===== src/rtl/alpha_seq_pkg.sv =====
// Shared definitions for the alpha column sequencer: FSM state encoding
// and the default result-wait limit.
package alpha_seq_pkg;

    typedef enum logic [2:0] {
        IDLE,
        READ,
        DRAIN,
        WAIT_RES,
        DONE
    } state_t;

    localparam int TIMEOUT_DEFAULT = 64;

endpackage


===== src/rtl/alpha_seq_watchdog.sv =====
// Result-wait watchdog: down-counter reloaded while disabled, expires on the
// TIMEOUT-th consecutive enabled cycle.
module alpha_seq_watchdog #(
    parameter int TIMEOUT = 64
) (
    input  logic clk,
    input  logic rst_n,
    input  logic en_i,
    output logic expire_o
);

    localparam int CW = (TIMEOUT > 1) ? $clog2(TIMEOUT) : 1;
    localparam logic [CW-1:0] LOAD = CW'(TIMEOUT - 1);

    logic [CW-1:0] cnt_q;

    always_ff @(posedge clk or negedge rst_n) begin
        if (!rst_n) begin
            cnt_q <= '0;
        end else if (!en_i) begin
            cnt_q <= LOAD;
        end else if (cnt_q != '0) begin
            cnt_q <= cnt_q - 1'b1;
        end
    end

    assign expire_o = en_i && (cnt_q == '0);

endmodule


===== src/rtl/alpha_col_sequencer.sv =====
// Reads A alpha columns from the buffer, streams them to the argmax datapath
// and latches the result. Optional result watchdog: ALPHA_SEQ_TIMEOUT_EN.
//
// state    | meaning
// IDLE     | waiting for start
// READ     | issuing A buffer reads, addresses 0..A-1
// DRAIN    | last (tlast) beat presented to the datapath
// WAIT_RES | waiting for x_initial_tvalid (or watchdog expiry)
// DONE     | result latched, done pulse
module alpha_col_sequencer
    import alpha_seq_pkg::*;
#(
    parameter int J         = 14,
    parameter int A         = 2,
    parameter int DATAWIDTH = 16,
    parameter int TIMEOUT   = TIMEOUT_DEFAULT,
    localparam int AWIDTH   = $clog2(A) + 1
) (
    input  logic                    clk,
    input  logic                    rst_n,
    input  logic                    start,
    output logic                    busy,
    output logic                    done,
    output logic                    mem_ren,
    output logic [AWIDTH-1:0]       mem_raddr,
    input  logic [J*DATAWIDTH-1:0]  mem_rdata,
    output logic [J*DATAWIDTH-1:0]  alpha_u_col,
    output logic                    alpha_u_col_tvalid,
    output logic                    alpha_u_col_tlast,
    input  logic [J*AWIDTH-1:0]     x_initial,
    input  logic                    x_initial_tvalid,
    output logic [J*AWIDTH-1:0]     x_out,
    output logic                    timeout_err
);

    localparam logic [AWIDTH-1:0] LAST_ADDR = AWIDTH'(A - 1);

    state_t               state_q;
    logic                 busy_q;
    logic                 done_q;
    logic                 mem_ren_q;
    logic                 tvalid_q;
    logic                 tlast_q;
    logic [AWIDTH-1:0]    addr_q;
    logic [J*AWIDTH-1:0]  x_out_q;
    logic                 wd_expire;

`ifdef ALPHA_SEQ_TIMEOUT_EN
    logic terr_q;

    alpha_seq_watchdog #(
        .TIMEOUT (TIMEOUT)
    ) u_watchdog (
        .clk      (clk),
        .rst_n    (rst_n),
        .en_i     (state_q == WAIT_RES),
        .expire_o (wd_expire)
    );

    assign timeout_err = terr_q;
`else
    assign wd_expire   = 1'b0;
    assign timeout_err = 1'b0;
`endif

    always_ff @(posedge clk or negedge rst_n) begin
        if (!rst_n) begin
            state_q   <= IDLE;
            busy_q    <= 1'b0;
            done_q    <= 1'b0;
            mem_ren_q <= 1'b0;
            tvalid_q  <= 1'b0;
            tlast_q   <= 1'b0;
            addr_q    <= '0;
            x_out_q   <= '0;
`ifdef ALPHA_SEQ_TIMEOUT_EN
            terr_q    <= 1'b0;
`endif
        end else begin
            done_q   <= 1'b0;
            // Read data arrives one cycle after the read, so the beat flags
            // are the read strobe delayed by one stage.
            tvalid_q <= mem_ren_q;
            tlast_q  <= mem_ren_q && (addr_q == LAST_ADDR);
            case (state_q)
                IDLE: begin
                    if (start) begin
                        state_q   <= READ;
                        busy_q    <= 1'b1;
                        mem_ren_q <= 1'b1;
                        addr_q    <= '0;
                    end
                end
                READ: begin
                    if (addr_q == LAST_ADDR) begin
                        mem_ren_q <= 1'b0;
                        state_q   <= DRAIN;
                    end else begin
                        addr_q <= addr_q + 1'b1;
                    end
                end
                DRAIN: begin
                    addr_q  <= '0;
                    state_q <= WAIT_RES;
                end
                WAIT_RES: begin
                    if (x_initial_tvalid) begin
                        x_out_q <= x_initial;
                        done_q  <= 1'b1;
                        state_q <= DONE;
                    end else if (wd_expire) begin
                        busy_q  <= 1'b0;
                        state_q <= IDLE;
`ifdef ALPHA_SEQ_TIMEOUT_EN
                        terr_q  <= 1'b1;
`endif
                    end
                end
                DONE: begin
                    busy_q  <= 1'b0;
                    state_q <= IDLE;
                end
                default: begin
                    busy_q    <= 1'b0;
                    mem_ren_q <= 1'b0;
                    state_q   <= IDLE;
                end
            endcase
        end
    end

    assign busy               = busy_q;
    assign done               = done_q;
    assign mem_ren            = mem_ren_q;
    assign mem_raddr          = addr_q;
    assign alpha_u_col        = mem_rdata;
    assign alpha_u_col_tvalid = tvalid_q;
    assign alpha_u_col_tlast  = tlast_q;
    assign x_out              = x_out_q;

endmodule


===== config.mk =====
export PLATFORM = sky130hd
export DESIGN_NAME = alpha_col_sequencer
export DESIGN_NICKNAME = d
export VERILOG_FILES = /design/src/rtl/alpha_seq_pkg.sv /design/src/rtl/alpha_seq_watchdog.sv /design/src/rtl/alpha_col_sequencer.sv
export SDC_FILE = /design/constraint.sdc
export NUM_CORES = 1
export LEC_CHECK = 0
export CAP_MARGIN = 40
export CORE_AREA = 2 2 199 201
export CTS_BUF_LIST = sky130_fd_sc_hd__clkbuf_16
export CTS_CLUSTER_DIAMETER = 40
export DETAILED_ROUTE_END_ITERATION = 8
export DIE_AREA = 0 0 201 203
export HOLD_SLACK_MARGIN = 0.15
export PLACE_DENSITY = 0.48
export SLEW_MARGIN = 20
export SYNTH_ARGS = -nofsm -noshare
export SYNTH_HDL_FRONTEND = slang
export SYNTH_HIERARCHICAL = 1
export SYNTH_SLANG_ARGS = --single-unit

===== constraint.sdc =====
create_clock -name clk -period 2.1 [get_ports clk]
set_clock_uncertainty 0.15 [all_clocks]
set_input_delay 0.21 -clock clk [delete_from_list [all_inputs] [get_ports clk]]
set_output_delay 0.21 -clock clk [all_outputs]
set_load 0.1 [all_outputs]

==> results.md, run 1 <==
- Input/output buffers: 66
- Synth unique cells: 25
- Outcome: finished clean
- Final Cell Area: 0.00299 mm^2
- Final worst slack: 0.580 ns
- Crit. Startpoint: state_q[0]
- Peak supply drop: 429 uV
- Crit Path Category: flip-flop to flip-flop
- Initial DRC Count: 57
- Worst reg2reg endpoint: x_out[24]
- Hold Slack: 0.270 ns
- Cells on worst reg2reg path: 3
- Net Switching: 3.42 mW
- Area grow syn2layout: -9.71%
- Maxcap violations: 0
- R2R Setup Slk: 0.58 ns
- Syn avg cell area: 10.1 um^2
- Clk buf depth: 2
- Ranking of synthesized cells by area: buf_4, dfrtp_1, mux2_4, buf_6, nand4_4
- Total GRT Usage: 0.0554
- CP arrival: 1.54 ns
- Synth top area share: 0.512
- DR pass1 iterations: 4
- Worst slack, placed: 0.399 ns
- Via density: 2.09
- Final core occ: 0.0777
- Worst-path fanout max: 30
- Num ports: 516
- Overall routed net length: 11800 um
- CTS tree: yes
- Combinational share of power: 0.635
- Num Clock Sinks: 38
- Root Driver: clkbuf_16
- YS warnings: 6
- NumNets Final: 430
- Crit path capture: x_out[24]
- Die area: 0.0408 mm^2
- Setup violators final: 0
- Synthesized instance count: 328
- Hold Crit Class: input pin to output pin
- Reg2reg start: state_q[0]
- Mapped Nets: 585
- Clk pin slew, worst setup/hold paths: 0.06 ns
- Antenna viol nets, final: 0
- Clock Power Share: 0.144
- Layout cell share with drive strength beyond 1: 0.437
- Antenna Cells: 0
- Core area: 0.0385 mm^2
- Cts bufs inserted: 5
- RePlAce Congestion: 0.661
- Least-Margin Pin Slew: 0.524 ns
- CTS hold repair buffers: 1
- Resize count post-CTS: 0
- Crit end category: flip-flop
- Power density over the cells: 2030 mW/mm^2
- # fillers: 4467
- Post-layout power: 6.06 mW
- Switch share: 0.565
- RSZ-0062 raised after global routing: no
- Post-synth top area cell: buf_4
- Share of power burned in registers: 0.221
- Tmin final: 1.52 ns
- Clk Latency, worst-skew pair: 0.28 ns
- Initial Util: 0.0861
- Max Freq: 658 MHz
- Die Y: 203 um
- Internal Power: 2.64 mW
- Number of synthesized register bits: 38
- Non-filler instance count after layout: 692
- Placed instance area: 0.00281 mm^2
- Vias in the first global route: 1492
- Global-route wire length before repair: 15000 um
- Share of the yosys chip area belonging to registers: 0.287
- Slew HR: 0.651
- Final hold vios: 0
- Startpoint class of the critical path: flip-flop
- Cell count after placement: 683
- FP Rows: 72
- Wire per inst: 17.1 um
- Sum Neg Setup Slack: 0 ns
- Worst Path Required: 2.12 ns
- DRC: 0
- Hpwl dp: 10200 um
- H-tree levels: 2
- GRT Residual Overflow: 0
- Area of the multi-input gates: 601 um^2
- Slew Limit Fails: 0
- Largest net degree at the start of global routing: 39
- Die X: 201 um
- Vias: 1447
- Netlist Area Pre-Place: 0.00331 mm^2
- Fin crit share: 0.724
- Leakage: 1.20 nW
- Initial antenna violation count: 0
- Register area: 951 um^2
- Post-CTS Setup Repair Bufs: 0
==> registers in the layout, indices dropped and copies added, names as in the netlist <==
| signal | count |
|---|---|
| mem_raddr | 2 |
| state_q | 3 |
| x_out | 28 |
| done | 1 |
| mem_ren | 1 |
| alpha_u_col_tlast | 1 |
| alpha_u_col_tvalid | 1 |
| busy | 1 |
==> Yosys cell counts <==
| library cell | n |
|---|---|
| a211o_1 | 1 |
| nor4b_1 | 1 |
| mux2_4 | 28 |
| a21o_1 | 1 |
| nand2b_1 | 1 |
| ha_1 | 1 |
| nor2_1 | 4 |
| o41ai_1 | 1 |
| a32o_1 | 1 |
| buf_6 | 4 |
| nor3_1 | 1 |
| dfrtp_1 | 38 |
| nand2_1 | 2 |
| nand3b_1 | 1 |
| a21oi_1 | 4 |
| inv_1 | 3 |
| and2_1 | 1 |
| clkbuf_1 | 1 |
| o21ai_0 | 3 |
| conb_1 | 1 |
| inv_2 | 1 |
| o2bb2ai_1 | 1 |
| nand4_4 | 1 |
| buf_4 | 226 |
| o21a_1 | 1 |
==> critical path: stages, from the launching register on <==
cell and delay, ns:
dfrtp_1 0.50, nand4_4 0.16, buf_12 0.25, mux2_4 0.32
==> routing by layer <==
layer,GRT usage,routed length [um],vias to the layer above
li1,-,-,498
met4,0.0474,892,0
met1,0.0273,2070,592
met3,0.0734,3450,90
met5,0,0,-
met2,0.0866,5390,267
==> placed cells by master (no fill, tap or decap), types with 2 or more instances in the layout <==
master,instances
nand2_1,2
a21oi_1,4
clkbuf_16,5
inv_1,3
mux2_4,28
o21ai_0,3
dfrtp_1,38
clkinvlp_4,2
buf_4,36
nor2_1,4
clkdlybuf4s50_1,30
==> cell type report <==
cell class	instances	share of cell area
multi-input combinational	55	0.201
sequential	38	0.318
tap	518	0.217
clock buffer	5	0.0418
clock inverter	3	0.0151
inverter	4	0.00502
timing repair buffer	69	0.203
==> power groups by stage <==
stage | Sequential [mW] | Clock [mW] | Combinational (mW)
finish | 1.34 | 0.873 | 3.85
global route | 1.40 | 0.935 | 3.96
CTS | 1.35 | 0.915 | 3.88
floorplan | 3.66 | 0 | 2.80
global placement | 1.35 | 0 | 3.86
detailed placement | 1.35 | 0 | 3.87
==> cell families after synthesis <==
logic type / after synthesis / share of synthesized area
buffers and inverters: 235 / 0.532
flip-flops: 38 / 0.287
multiplexers: 28 / 0.127
AO/OA/AOI/OAI: 13 / 0.0261
AND/OR/NAND/NOR: 12 / 0.0234
adder cells (fa/ha/maj): 1 / 0.00378
other: 1 / 0.00113
==> worst min-delay path by stage <==
stage | from | end | slack, ns | depth (start not counted)
final | mem_rdata[133] | alpha_u_col[133] | 0.27 | 0
after global placement | rst_n | x_out[6] | 0.16 | 2
after CTS | mem_rdata[10] | alpha_u_col[10] | 0.27 | 0
after floorplan | rst_n | alpha_u_col_tlast | -0.24 | 0
after detailed placement | rst_n | x_out[27] | 0.17 | 2
after global routing | mem_rdata[108] | alpha_u_col[108] | 0.27 | 0
Note: power is estimated with default switching activity, not from simulation.
==> run 2, diff against run 1 <==
- PLACE_DENSITY: 0.48 -> 0.49
- clock period: 2.1 -> 1.3 ns (I/O delays scaled with it)
==> results.md, run 2 (same netlist as run 1, synthesis figures left out) <==
- Cell count after placement: 690 (+1.0%)
- Fin crit share: 1.05
- CP arrival: 1.09 ns (-0.45 ns)
- DRC: 0 (unchanged)
- RePlAce Congestion: 0.650 (-1.6%)
- Largest register FFs: 28 (unchanged)
- Worst slack, placed: -0.317 ns (-0.715 ns)
- RSZ-0062 raised after global routing: yes
- Clk pin slew, worst setup/hold paths: 0.06 ns (about the same)
- Setup violators final: 33 (+33)
- Total GRT Usage: 0.0687 (+0.0133)
- Antenna viol nets, final: 0 (unchanged)
- Met3 Use GR: 0.0915 (+0.0181)
- Core area: 0.0385 mm^2 (unchanged)
- Final worst slack: -0.0674 ns (-0.647 ns)
- CTS hold repair buffers: 2 (+1)
- Met1 Use GR: 0.0352 (+0.00793)
- GRT Max-Usage Layer: met2
- Num Clock Sinks: 38 (unchanged)
- Die area: 0.0408 mm^2 (unchanged)
- Power density over the cells: 3320 mW/mm^2 (+64%)
- Initial Util: 0.0861 (unchanged)
- Antenna Cells: 0 (unchanged)
- Initial DRC Count: 32 (-44%)
- Vias: 1522 (+5.2%)
- Worst Path Required: 1.02 ns (-1.10 ns)
- Die X: 201 um (unchanged)
- # fillers: 4399 (-1.5%)
- Clk Latency, worst-skew pair: 0.28 ns (about the same)
- Slew Limit Fails: 0 (unchanged)
- Area of the multi-input gates: 646 um^2 (+7.5%)
- Layout cell share with drive strength beyond 1: 0.667 (+0.230)
- NumNets Final: 439 (+2.1%)
- Area grow syn2layout: 10.1%
- Leakage: 1.40 nW (+17%)
- Worst-path fanout max: 4 (-87%)
- Max Freq: 731 MHz
- Input/output buffers: 66 (unchanged)
- Root Driver: clkbuf_16
- Commonest non-fill, non-tap cell in the layout: buf_12
- Die Y: 203 um (unchanged)
- Cts bufs inserted: 5 (unchanged)
- CTS tree: yes
- Num ports: 516 (unchanged)
- Clk buf depth: 2 (unchanged)
- H-tree levels: 2 (unchanged)
- Non-filler instance count after layout: 701 (+1.3%)
- Outcome: finished, violations left
- Peak supply drop: 826 uV (+93%)
- Met2 capacity usage during global routing: 0.114 (+0.0269)
- Hold Crit Class: input pin to output pin
- Post-layout power: 12.1 mW (+100%)
- Largest net degree at the start of global routing: 39 (unchanged)
- Initial antenna violation count: 0 (unchanged)
- Crit Path Category: flip-flop to output pin
- GRT Residual Overflow: 0 (unchanged)
- Crit end category: output pin
- Via density: 2.17 (+3.8%)
- Overall routed net length: 14600 um (+24%)
- Maxcap violations: 0 (unchanged)
- FP Rows: 72 (unchanged)
- Hpwl dp: 12900 um (+26%)
- Sum Neg Setup Slack: -1.53 ns (-1.53 ns)
- Global-route wire length before repair: 18300 um (+22%)
- Tmin final: 1.37 ns
- Most frequent cells in the layout: buf_12, clkdlybuf4s50_1, dfrtp_2
- Vias in the first global route: 1696 (+14%)
- Final hold vios: 0 (unchanged)
- Startpoint class of the critical path: flip-flop
- Wire per inst: 20.8 um (+22%)
- Failing checks: negative setup slack
- DR pass1 iterations: 3 (-1)
- Register area: 995 um^2 (+4.6%)
[run 2: changes by cell type in the layout (fill, tap and decap cells not counted), sizes merged]
cell	delta
clkinvlp	-2
buf	+9
bufinv	+1
clkinv	+1
[run 2: per-layer routing]
| metal | vias to the layer above | part of all wire |
|---|---|---|
| li1 | 514 | - |
| met1 | 622 | 0.17 |
| met2 | 310 | 0.48 |
| met3 | 76 | 0.29 |
| met4 | 0 | 0.057 |
| met5 | - | 0 |
[run 2: power by group]
part | switching (mW) | internal [mW] | total [mW]
Combinational | 4.81 | 3.17 | 7.98
Clock | 0.503 | 1.10 | 1.61
Sequential | 0.649 | 1.86 | 2.51
Total | 5.96 | 6.14 | 12.1
[run 2: repair_timing]
| item | CTS | global route |
|---|---|---|
| hold endpoints to repair | 262 | 223 |
| setup endpoints to repair | 33 | 34 |
| pin swaps | 3 | 1 |
| cloned | 0 | 0 |
| setup buffers | 0 | 1 |
| gates resized for setup | 2 | 4 |
[run 2: area by class of cell]
class / count / area share
Sequential cell: 38 / 0.273
Multi-Input combinational cell: 55 / 0.177
Clock inverter: 3 / 0.0189
Timing Repair Buffer: 78 / 0.314
Tap cell: 518 / 0.178
Clock buffer: 5 / 0.0343
Inverter: 4 / 0.00549
[run 2: worst max-delay path, stage by stage, from the launching register on]
cell,delay (ns)
dfrtp_4,0.50
buf_6,0.14
buf_12,0.15
[run 2: final timing paths]
check | start | to | slack, ns | cells past startpoint
max | mem_raddr[0] | mem_raddr[0] | -0.07 | 2
min | mem_rdata[133] | alpha_u_col[133] | 0.11 | 0
max reg2reg | state_q[2] | x_out[23] | -0.07 | 4
min reg2reg | mem_ren | alpha_u_col_tvalid | 0.32 | 0
max in group asynchronous | rst_n | x_out[21] | 0.57 | 3
min in group asynchronous | rst_n | alpha_u_col_tlast | 0.20 | 3
[run 2: stage by stage]
step / utilization / cell area [um^2] / hold WS [ns]
after floorplan: - / 3390 / -0.316
after global placement: 0.0880 / 3390 / -0.0292
after CTS: 0.0940 / 3620 / 0.111
after global routing: 0.0948 / 3650 / 0.110
final: 0.0948 / 3650 / 0.110
after detailed placement: 0.0880 / 3390 / -0.0296
==> run 3, diff against run 2 <==
- CAP_MARGIN: 40 -> 10
==> results of run 3 <==
No change in the layout: final DEF, timing and power equal those of run 2.
